$ cat src/rtl/eb1_lsu_trigger_resp.sv
// ---------------------------------------------------------------------------
// eb1_lsu_trigger_resp
// R-stage response for LSU data-address / store-data trigger matches.
// Registers the M-stage match vector into R, applies pair chaining (0/1, 2/3),
// resolves fired triggers into a debug-halt or breakpoint-exception request,
// and keeps sticky per-trigger hit bits plus a saturating firing-cycle count.
// ---------------------------------------------------------------------------
module eb1_lsu_trigger_resp #(
    parameter int CNT_W = 8
) (
    input  logic             clk,
    input  logic             rst_l,
    input  logic [3:0]       lsu_trigger_match_m,
    input  logic             lsu_pkt_valid_m,
    input  logic             lsu_pkt_dma_m,
    input  logic             lsu_r_hold,
    input  logic             dec_tlu_flush_lower_r,
    input  logic             dec_tlu_dbg_halted,
    input  logic [3:0]       trigger_chain,
    input  logic [3:0]       trigger_action,
    input  logic [3:0]       trigger_hit_clr,
    input  logic             trigger_cnt_clr,
    output logic [3:0]       lsu_trigger_match_r,
    output logic             lsu_trigger_halt_r,
    output logic             lsu_trigger_excp_r,
    output logic [3:0]       lsu_trigger_hit_sts,
    output logic [CNT_W-1:0] lsu_trigger_hit_cnt
);

    logic [3:0]       match_r_raw;
    logic [3:0]       chained;
    logic [3:0]       fired;
    logic             any_fired;
    logic             halt_req;
    logic [CNT_W-1:0] hit_cnt;
    logic [3:0]       hit_sts;

    // Odd chain bits have no meaning for this pairing scheme.
    logic chain_unused;
    assign chain_unused = trigger_chain[1] ^ trigger_chain[3];

    // M->R match register: flush kills the op even when R is stalled.
    always_ff @(posedge clk) begin
        // NOTE: sequential state uses non-blocking assignments so every
        // register samples pre-edge values regardless of block ordering.
        if (!rst_l) begin
            match_r_raw <= '0;
        end else if (dec_tlu_flush_lower_r) begin
            match_r_raw <= '0;
        end else if (!lsu_r_hold) begin
            match_r_raw <= lsu_trigger_match_m & {4{lsu_pkt_valid_m & ~lsu_pkt_dma_m}};
        end
    end

    // Pair chaining: a chained pair fires only when both members match.
    always_comb begin
        // NOTE: default assignment first so no path leaves chained unassigned
        // (which would infer a latch).
        chained = match_r_raw;
        if (trigger_chain[0]) begin
            chained[0] = match_r_raw[0] & match_r_raw[1];
            chained[1] = match_r_raw[0] & match_r_raw[1];
        end
        if (trigger_chain[2]) begin
            chained[2] = match_r_raw[2] & match_r_raw[3];
            chained[3] = match_r_raw[2] & match_r_raw[3];
        end
    end

    // Triggers are suppressed entirely while the core sits in debug mode.
    assign fired     = dec_tlu_dbg_halted ? 4'b0000 : chained;
    assign any_fired = |fired;

    // Halt has priority; the exception is only raised when no halt is.
    assign halt_req            = |(fired & trigger_action);
    assign lsu_trigger_match_r = fired;
    assign lsu_trigger_halt_r  = halt_req;
    assign lsu_trigger_excp_r  = (|(fired & ~trigger_action)) & ~halt_req;

    // Sticky hit bits: a fire in the same cycle beats the TLU clear.
    always_ff @(posedge clk) begin
        if (!rst_l) begin
            hit_sts <= '0;
        end else begin
            hit_sts <= fired | (hit_sts & ~trigger_hit_clr);
        end
    end

    // Saturating count of firing cycles; a clear coincident with a fire restarts at 1.
    always_ff @(posedge clk) begin
        if (!rst_l) begin
            hit_cnt <= '0;
        end else if (trigger_cnt_clr) begin
            hit_cnt <= any_fired ? {{(CNT_W-1){1'b0}}, 1'b1} : '0;
        end else if (any_fired && (hit_cnt != {CNT_W{1'b1}})) begin
            hit_cnt <= hit_cnt + 1'b1;
        end
    end

    assign lsu_trigger_hit_sts = hit_sts;
    assign lsu_trigger_hit_cnt = hit_cnt;

endmodule
$ cat config.mk
export PLATFORM = sky130hd
export DESIGN_NAME = eb1_lsu_trigger_resp
export DESIGN_NICKNAME = d
export VERILOG_FILES = /design/src/rtl/eb1_lsu_trigger_resp.sv
export SDC_FILE = /design/constraint.sdc
export NUM_CORES = 1
export LEC_CHECK = 0
export CAP_MARGIN = 5
export CORE_MARGIN = 3
export CORE_UTILIZATION = 42
export DETAILED_ROUTE_END_ITERATION = 8
export PLACE_DENSITY = 0.83
export SYNTH_ARGS = -nofsm -noshare
export SYNTH_HDL_FRONTEND = slang
export SYNTH_SLANG_ARGS = --single-unit
$ cat constraint.sdc
create_clock -name clk -period 3.47 [get_ports clk]
set_input_delay 0.347 -clock clk [delete_from_list [all_inputs] [get_ports clk]]
set_output_delay 0.347 -clock clk [all_outputs]
set_load 0.02 [all_outputs]
==> results.md <==
- Outcome: completed
- RD Place Congestion: 0.865
- CTS tree: done
- Layout Skew: 7.47 ps
- # clock sinks: 16
- Max Transition Viols Final: 0
- Xor-xnor portion of the synthesized cell area: 0%
- Post-synthesis simple-gate area fraction: 30.6%
- Nets: 173
- Share of cells above drive strength 1: 4.79%
- Utilization after layout: 70.4%
- Flip-flop and latch count after synthesis: 16
- Power per cell area: 252 nW/µm²
- Final min period: 2710 ps
- Endpoints failing hold: 0
- Ant diodes: 0
- CP cell instances: clkdlybuf4s50_1, inv_1, and3_1, a221oi_1, nand2_1, a21oi_1, clkdlybuf4s50_1
- Finished Cell Area: 1280 µm²
- Worst path most repeated cell: clkdlybuf4s50_1
- # IOs: 42
- Post-CTS Resized: 0
- Maximum vdd drop: 0.188 mV
- Clk buf depth: 2
- Startpoint types: primary input
- Syn avg cell area: 8.02 µm²
- First-pass GRT wire length: 3600 µm
- Dpl hpwl: 1780 µm
- Port bufs: 39
- Cell variety after synth: 36
- Grt ovf: 0
- Worst path required time: 3120 ps
- Die Wd: 51.2 µm
- Worst Path Max Fanout: 6
- # hold bufs at CTS: 0
- Initial core utilization: 47.1%
- H-Tree Level Count: 1
- Final std cells w/o fill: 171
- Highest clock rate: 0.369 GHz
- Final setup fails: 0
- Largest net degree at the start of global routing: 12
- Std-Cell Rows: 15
- Warnings, synthesis: 0
- Post-DRT Antenna Nets: 0
- GRT Util Overall: 17.8%
- TritonRoute pass-1 iters: 4
- Leakage: 0.000450 µW
- Clock insertion delay at the later pin of the skew report: 280 ps
- Slowest-stage cell, CP: clkdlybuf4s50_1
- Max_slew headroom: 53.3%
- Main combinational cell family by area after synthesis: simple AND/OR/NAND/NOR gates
- Adder-Cell Fraction of Synth Area: 1.46%
- Worst min path class: reg2reg
- Gate Count Post-Synth: 107
- Slowest stage delay, CP: 620 ps
- DRC violations left: 0
- Mux contribution to synthesized area: 1.17%
- CTS root buf: clkbuf_4
- Vias in the first global route: 888
- Number of synthesized flops with an enable pin: 0
- Core Box Area: 1820 µm²
- WL per Instance: 12.7 µm
- Worst-Margin Slew: 696 ps
- Clk slew on worst S/H paths: 90 ps
- Initial DRC Count: 10
- Drt via density: 5.29
- Area grow syn2layout: 49.3%
- Mapped cell area: 858 µm²
- RSZ-0062 raised after global routing: no
- Compound-Gate Fraction of Synth Area: 23.9%
- Main flop type after synthesis: dfxtp_1
- Max_cap viols: 0
- Placed Area: 1260 µm²
- Die H: 51.2 µm
- Async S/R FF share, synth: 0%
- Setup TNS: 0 ps
- CP Class: in2out
- Tcrit/Tclk final: 78.0%
- Post-CTS setup buffer count: 0
- CTS Buf Count: 3
- Via count: 905
- Worst EP arrival: 2360 ps
- Overall routed net length: 2170 µm
- Initial antenna violation count: 0
- DP Cell Count: 168
- Post-Syn Nets: 132
- Post-synthesis sequential area ratio: 37.3%
- Worst setup EP type: output port
- Die area: 2620 µm²
==> path summary, 6_finish.rpt <==
kind | startpoint | to | slack [ps] | cells after the start
worst max-delay path | dec_tlu_dbg_halted | lsu_trigger_excp_r | 760 | 7
worst min-delay path | lsu_trigger_hit_sts[1] | lsu_trigger_hit_sts[1] | 490 | 2
worst max register to register | match_r_raw[3] | lsu_trigger_hit_cnt[3] | 1660 | 5
worst min register to register | lsu_trigger_hit_sts[1] | lsu_trigger_hit_sts[1] | 490 | 2
==> final cells by class <==
class / instances / area (µm²)
clock buffers: 3 / 22.5
fillers: 159 / 539
flip-flops and latches: 16 / 320
inverters: 7 / 26.3
repair buffers: 39 / 390
multi-input cells: 81 / 490
well taps: 25 / 31.3
==> flip-flops by register name, indices dropped and copies added (netlist names) <==
signal               flops
lsu_trigger_hit_cnt      8
match_r_raw              4
lsu_trigger_hit_sts      4
==> per-stage QoR <==
stage / total power [µW] / worst slack (ps) / hold WS, ps
6_report: 323 / 763 / 493
2_1_floorplan: 202 / 1490 / 464
3_5_place_dp: 232 / 757 / 483
3_3_place_gp: 231 / 784 / 477
5_1_grt: 337 / 558 / 511
4_1_cts: 327 / 761 / 499
==> report_power, final <==
| group | total [µW] | internal [µW] | leakage, µW | switching (µW) |
|---|---|---|---|---|
| sequential | 185 | 184 | 0.000129 | 0.781 |
| clock | 95.4 | 40.2 | 0.0000138 | 55.2 |
| combinational | 42.3 | 26.9 | 0.000307 | 15.4 |
==> kinds of logic (layout without fill, tap and decap cells) <==
family                   Yosys count  count (layout)
AO/OA/AOI/OAI                     31              31
buffers and inverters             10              49
multiplexers                       1               1
flip-flops                        16              16
AND/OR/NAND/NOR                   48              48
adder cells (fa/ha/maj)            1               1
==> synthesized netlist by cell type (2+ instances only) <==
cell	instances	area, µm²
o41ai_1	2	17.5
a21oi_1	9	45.0
nand2b_1	5	31.3
or3_1	2	12.5
o21ai_0	6	30.0
nand3_1	4	20.0
nor3_1	2	10.0
nand2_1	10	37.5
dfxtp_1	16	320
and4_1	2	17.5
nor2b_1	7	43.8
inv_1	7	26.3
o21a_1	3	22.5
nor2_1	8	30.0
or2b_1	2	15.0
buf_2	2	10.0
==> worst max-delay path, delay by kind of cell <==
kind,cells,cell delay (ps)
AOI/OAI and AO/OA,2,450
buffers and inverters,3,1220
and+or+nand+nor,2,350
==> per-layer routing <==
layer / routed length [µm] / global-route usage [%] / share of wire, % / vias up
li1: - / - / - / 457
met4: 29 / 8.52 / 1.3 / 0
met3: 102 / 2.92 / 4.7 / 4
met1: 921 / 19.8 / 43 / 421
met2: 1110 / 32.4 / 51 / 23
met5: 0 / 0 / 0 / -
==> cell usage in the layout, fill, tap and decap left out, types with 2 or more instances in the layout <==
cell type,Yosys,final
dfxtp_1,16,16
nand2b_1,5,5
o21a_1,3,3
nand2_1,10,10
or3_1,2,2
nor2b_1,7,7
clkdlybuf4s50_1,0,39
clkbuf_4,0,3
nor3_1,2,2
o41ai_1,2,2
nand3_1,4,4
inv_1,7,7
and4_1,2,2
or2b_1,2,2
o21ai_0,6,6
nor2_1,8,8
a21oi_1,9,9
Power figures use the tool's default switching activity.
==> edit 1: new RTL, same settings <==
The parameter `CNT_W` goes from 8 to 10.
--- a/src/rtl/eb1_lsu_trigger_resp.sv
+++ b/src/rtl/eb1_lsu_trigger_resp.sv
@@ -6,7 +6,7 @@
 // and keeps sticky per-trigger hit bits plus a saturating firing-cycle count.
 // ---------------------------------------------------------------------------
 module eb1_lsu_trigger_resp #(
-    parameter int CNT_W = 8
+    parameter int CNT_W = 10
 ) (
     input  logic             clk,
     input  logic             rst_l,
Interface: changed (resized lsu_trigger_hit_cnt); port bits go from 42 to 44. No check against the original RTL was run, so the function may have changed too.
==> edit 1 against the unedited design <==
Worst setup slack got worse by 8.6 ps; design area rose by 12%; die area rose by 12%; combinational power is 11% higher; power is 19% higher; sequential power up 12%; sequential cell count is 2 higher; wire length is 12% higher; clock power increased by 34%; register-to-register slack got worse by 160 ps; synthesized area grew 14%; largest cell class unchanged; highest routed layer unchanged.
==> edit 1: results (changes against the unedited design) <==
[final_layout]
seq_cell_count = 18  ; was 16
largest_reg_flops = 10  ; was 8
num-fill-cells = 182  ; was 159
clk_share_pct = 2.52  ; was 1.76%
n_all_buffers = 41  ; was 39
bufAreaShareNonClock_pct = 28.5  ; was 30.5%
multi_input_area_share_pct = 39.2  ; was 38.3%
antenna_cells = 0  ; unchanged
inv_count = 9  ; was 7
multi_input_cells = 92  ; was 81
layout.nets = 190  ; was 173
nClkBuffers = 4  ; was 3

[synth]
synth_area_leaders = dfxtp_1 (37%), nor2_1 (5.4%), nor2b_1 (5.1%)  ; was dfxtp_1 (37%), a21oi_1 (5.2%), nor2b_1 (5.1%)
yosysSeqAreaShare_pct = 36.9  ; was 37.3%
syn_avg_cell_area_um2 = 7.94  ; was 8.02 µm²
synth_area_um2 = 977  ; was 858 µm²
syn-num-nets = 148  ; was 132
synth.area.mux_share_pct = 2.05  ; was 1.17%
yosys.area_share.adder_pct = 1.28  ; was 1.46%
synth_commonest_cells = dfxtp_1 (18), nor2_1 (14), nand2_1 (11)  ; was dfxtp_1 (16), nand2_1 (10), a21oi_1 (9), nor2_1 (8)

[global_route]
grt_pass1_vias = 985  ; was 888
grt_pass1_wl_um = 4020  ; was 3600 µm
grt_use_total_pct = 18.3  ; was 17.8%

[placement]
gp_congestion = 0.838  ; was 0.865
pre_cts_ws_ps = 767  ; was 757 ps
port_buffers = 41  ; was 39
placed_area_mm2 = 0.00140  ; was 0.00126 mm²

[timing]
slew_headroom_pct = 42.3  ; was 53.3%
skew_ps = 2.10  ; was 7.47 ps

[route]
drtIter0Drc = 25  ; was 10
wirelength_um = 2420  ; was 2170 µm

[power]
power.leakage_nw = 0.518  ; was 0.450 nW
power.share.clock_pct = 33.4  ; was 29.6%
power_switching_mw = 0.0837  ; was 0.0714 mW
ir_worst_vdd_v = 0.000169  ; was 0.000188 V
seq_power_share_pct = 54.3  ; was 57.3%

[status]
outcome = finished clean  ; unchanged

[worst_setup_path]
worst-r2r-cell-count = 4  ; was 5
crit_path_max_fanout = 7  ; was 6

## edit 1: cell types whose count changed after synthesis, sizes merged, moves of 2 or more
cell,unedited run,this run
inv,7,9
nor2,8,14
dfxtp,16,18
nand2b,5,7
o32ai,0,2
clkbuf,0,2
and3,2,0
or4,1,3
and4,2,0
## edit 1: layer usage
layer  GRT usage, %  share of wire (%)
met4           6.64               0.70
met1           22.0                 43
met2           30.3                 47
met3           5.72                8.9
met5              0                  0
## edit 1: final timing paths
path                                       start                                   to  slack, ps
min reg2reg    lsu_trigger_hit_sts[0]$_SDFF_PN0_    lsu_trigger_hit_sts[0]$_SDFF_PN0_        490
max reg2reg  lsu_trigger_hit_cnt[3]$_SDFFE_PN0P_  lsu_trigger_hit_cnt[8]$_SDFFE_PN0P_       1500
min            lsu_trigger_hit_sts[0]$_SDFF_PN0_    lsu_trigger_hit_sts[0]$_SDFF_PN0_        490
max                           dec_tlu_dbg_halted                   lsu_trigger_excp_r        750
==> edit 2: new RTL, config.mk and constraints unchanged <==
Made on the original files. Register the outputs `lsu_trigger_match_r`, `lsu_trigger_halt_r` and `lsu_trigger_excp_r`, with the module's reset; this adds one clock of latency there. The other outputs are not delayed to match.
--- a/src/rtl/eb1_lsu_trigger_resp.sv
+++ b/src/rtl/eb1_lsu_trigger_resp.sv
@@ -73,9 +73,17 @@
 
     // Halt has priority; the exception is only raised when no halt is.
     assign halt_req            = |(fired & trigger_action);
-    assign lsu_trigger_match_r = fired;
-    assign lsu_trigger_halt_r  = halt_req;
-    assign lsu_trigger_excp_r  = (|(fired & ~trigger_action)) & ~halt_req;
+    always_ff @(posedge clk) begin
+        if (!rst_l) begin
+            lsu_trigger_match_r <= '0;
+            lsu_trigger_halt_r  <= '0;
+            lsu_trigger_excp_r  <= '0;
+        end else begin
+            lsu_trigger_match_r <= fired;
+            lsu_trigger_halt_r  <= halt_req;
+            lsu_trigger_excp_r  <= (|(fired & ~trigger_action)) & ~halt_req;
+        end
+    end
 
     // Sticky hit bits: a fire in the same cycle beats the TLU clear.
     always_ff @(posedge clk) begin
Function: changed (a bounded check fails within 4 cycles, from zero or initial values and one cycle with rst_l low).
==> edit 2 against the unedited design <==
Clock power increased by 19%; first-iteration DRC count increased to 2.5 times the old value; power increased by 28%; design area increased by 14%; cell count increased by 8.8%; sequential cell count increased by 6; synthesized area increased by 18%; wire length increased by 11%; register-to-register slack improved by 90 ps; worst setup slack improved by 940 ps; critical path type is now register to output pin; critical endpoint is now lsu_trigger_hit_cnt[4]; largest power group unchanged; highest routed layer is now met3.
==> edit 2: results (changes against the unedited design) <==
[status]
outcome = finished clean  ; unchanged

[clocking]
hold_buffers = 0  ; unchanged
cts_root_buffer = clkbuf_4  ; unchanged
clkTransAtPathRegs_ps = 110  ; was 90 ps
postCtsSetupBuffers = 0  ; unchanged
clk_latency_ps = 300  ; was 280 ps
post_cts_resized = 0  ; unchanged

[placement]
dp_cells = 183  ; was 168
port_buffers = 39  ; unchanged
pre_cts_ws_ps = 1490  ; was 757 ps
gp_congestion = 0.778  ; was 0.865
placed_area_mm2 = 0.00143  ; was 0.00126 mm²
hpwlAfterDp_um = 1880  ; was 1780 µm

[worst_setup_path]
cp-startpoint = lsu_trigger_hit_cnt[4]$_SDFFE_PN0P_  ; was dec_tlu_dbg_halted
r2r-end = lsu_trigger_hit_cnt[5]$_SDFFE_PN0P_  ; was lsu_trigger_hit_cnt[3]$_SDFFE_PN0P_
crit_path_max_fanout = 8  ; was 6
r2r_slack_ps = 1750  ; was 1660 ps
r2r_start = lsu_trigger_hit_cnt[0]$_SDFFE_PN0P_  ; was match_r_raw[3]$_SDFFE_PP0N_
worstPathArrival_ps = 1420  ; was 2360 ps
worst-r2r-cell-count = 6  ; was 5
cp_slowest_stage_delay_ps = 650  ; was 620 ps
critical_path.endpoint = lsu_trigger_hit_cnt[4]  ; was lsu_trigger_excp_r

[global_route]
met3_usage_pct = 3.22  ; was 2.92%
met2_usage_pct = 31.1  ; was 32.4%
grt_pass1_vias = 927  ; was 888
antenna_found_initial = 0  ; unchanged
grt_max_degree = 12  ; unchanged
grt_use_total_pct = 17.9  ; was 17.8%
grt_pass1_wl_um = 3910  ; was 3600 µm
use_met1_pct = 21.5  ; was 19.8%

[synth]
synth_cell_type_count = 34  ; was 36
syn_inst = 117  ; was 107
synth_commonest_cells = dfxtp_1 (22), nor2_1 (22), a21oi_1 (12), nand2_1 (7), nand2b_1 (7)  ; was dfxtp_1 (16), nand2_1 (10), a21oi_1 (9), nor2_1 (8)
syn-num-nets = 142  ; was 132
yosysSeqAreaShare_pct = 43.5  ; was 37.3%
synth_area_leaders = dfxtp_1 (44%), nor2_1 (8.2%), a21oi_1 (5.9%)  ; was dfxtp_1 (37%), a21oi_1 (5.2%), nor2b_1 (5.1%)
synth_ff_type = dfxtp_1  ; unchanged
ys_async_sr_fraction_pct = 0  ; unchanged

[route]
drtIter0Drc = 25  ; was 10
vias_per_cell = 5.41  ; was 5.29
m1WireLength_um = 1030  ; was 921 µm
wirelength_um = 2410  ; was 2170 µm
top_layer_used = met3  ; was met4
wl_met3_um = 143  ; was 102 µm
wl_met2_um = 1240  ; was 1110 µm

[timing]
skew_ps = 3.89  ; was 7.47 ps
worst_slack_ps = 1700  ; was 763 ps
slew_headroom_pct = 76.1  ; was 53.3%

[final_layout]
antenna_cells = 0  ; unchanged
num-fill-cells = 202  ; was 159
final_cells = 186  ; was 171
drive_gt1_share_pct = 9.49  ; was 4.79%

[power]
ir_worst_vdd_v = 0.000200  ; was 0.000188 V
power.leakage_nw = 0.536  ; was 0.450 nW

==> edit 2: final cells by class <==
class                   count  area (µm²)  share of cell area, %
clock buffers               3        22.5                   1.55
inverters                   8        30.0                   2.06
multi-input cells          86         538                   36.9
well taps                  28        35.0                   2.41
repair buffers             39         390                   26.8
flip-flops and latches     22         440                   30.2
==> edit 2: kinds of logic (layout without fill, tap and decap cells) <==
family	count (synthesis)	in the layout	synth area share [%]
compound gates	34	34	25.2
fa+ha+maj	1	1	1.24
buf+inv	9	50	3.34
flops	22	22	43.5
mux	1	1	0.989
simple gates	50	50	25.7
==> edit 2: worst min-delay path by stage <==
stage,start,endpoint,slack [ps],cells after the start
after detailed placement,lsu_trigger_hit_sts[3]$_SDFF_PN0_,lsu_trigger_hit_sts[3]$_SDFF_PN0_,460,2
after floorplan,rst_l,lsu_trigger_halt_r$_SDFF_PN0_,470,1
after global placement,lsu_trigger_hit_sts[2]$_SDFF_PN0_,lsu_trigger_hit_sts[2]$_SDFF_PN0_,460,2
final,lsu_trigger_hit_sts[3]$_SDFF_PN0_,lsu_trigger_hit_sts[3]$_SDFF_PN0_,480,2
after global routing,lsu_trigger_hit_sts[3]$_SDFF_PN0_,lsu_trigger_hit_sts[3]$_SDFF_PN0_,490,2
after CTS,lsu_trigger_hit_sts[3]$_SDFF_PN0_,lsu_trigger_hit_sts[3]$_SDFF_PN0_,480,2
==> edit 2: through the flow <==
stage	hold slack [ps]	utilization (%)
after floorplan	469	-
after global placement	462	63.6
after detailed placement	462	63.6
after CTS	481	64.6
after global routing	493	64.6
final	478	64.6
==> edit 2: power by group <==
| group | switching, mW | internal (mW) |
|---|---|---|
| clock | 0.0735 | 0.0405 |
| combinational | 0.0186 | 0.0272 |
| sequential | 0.00115 | 0.254 |
| total | 0.0933 | 0.321 |
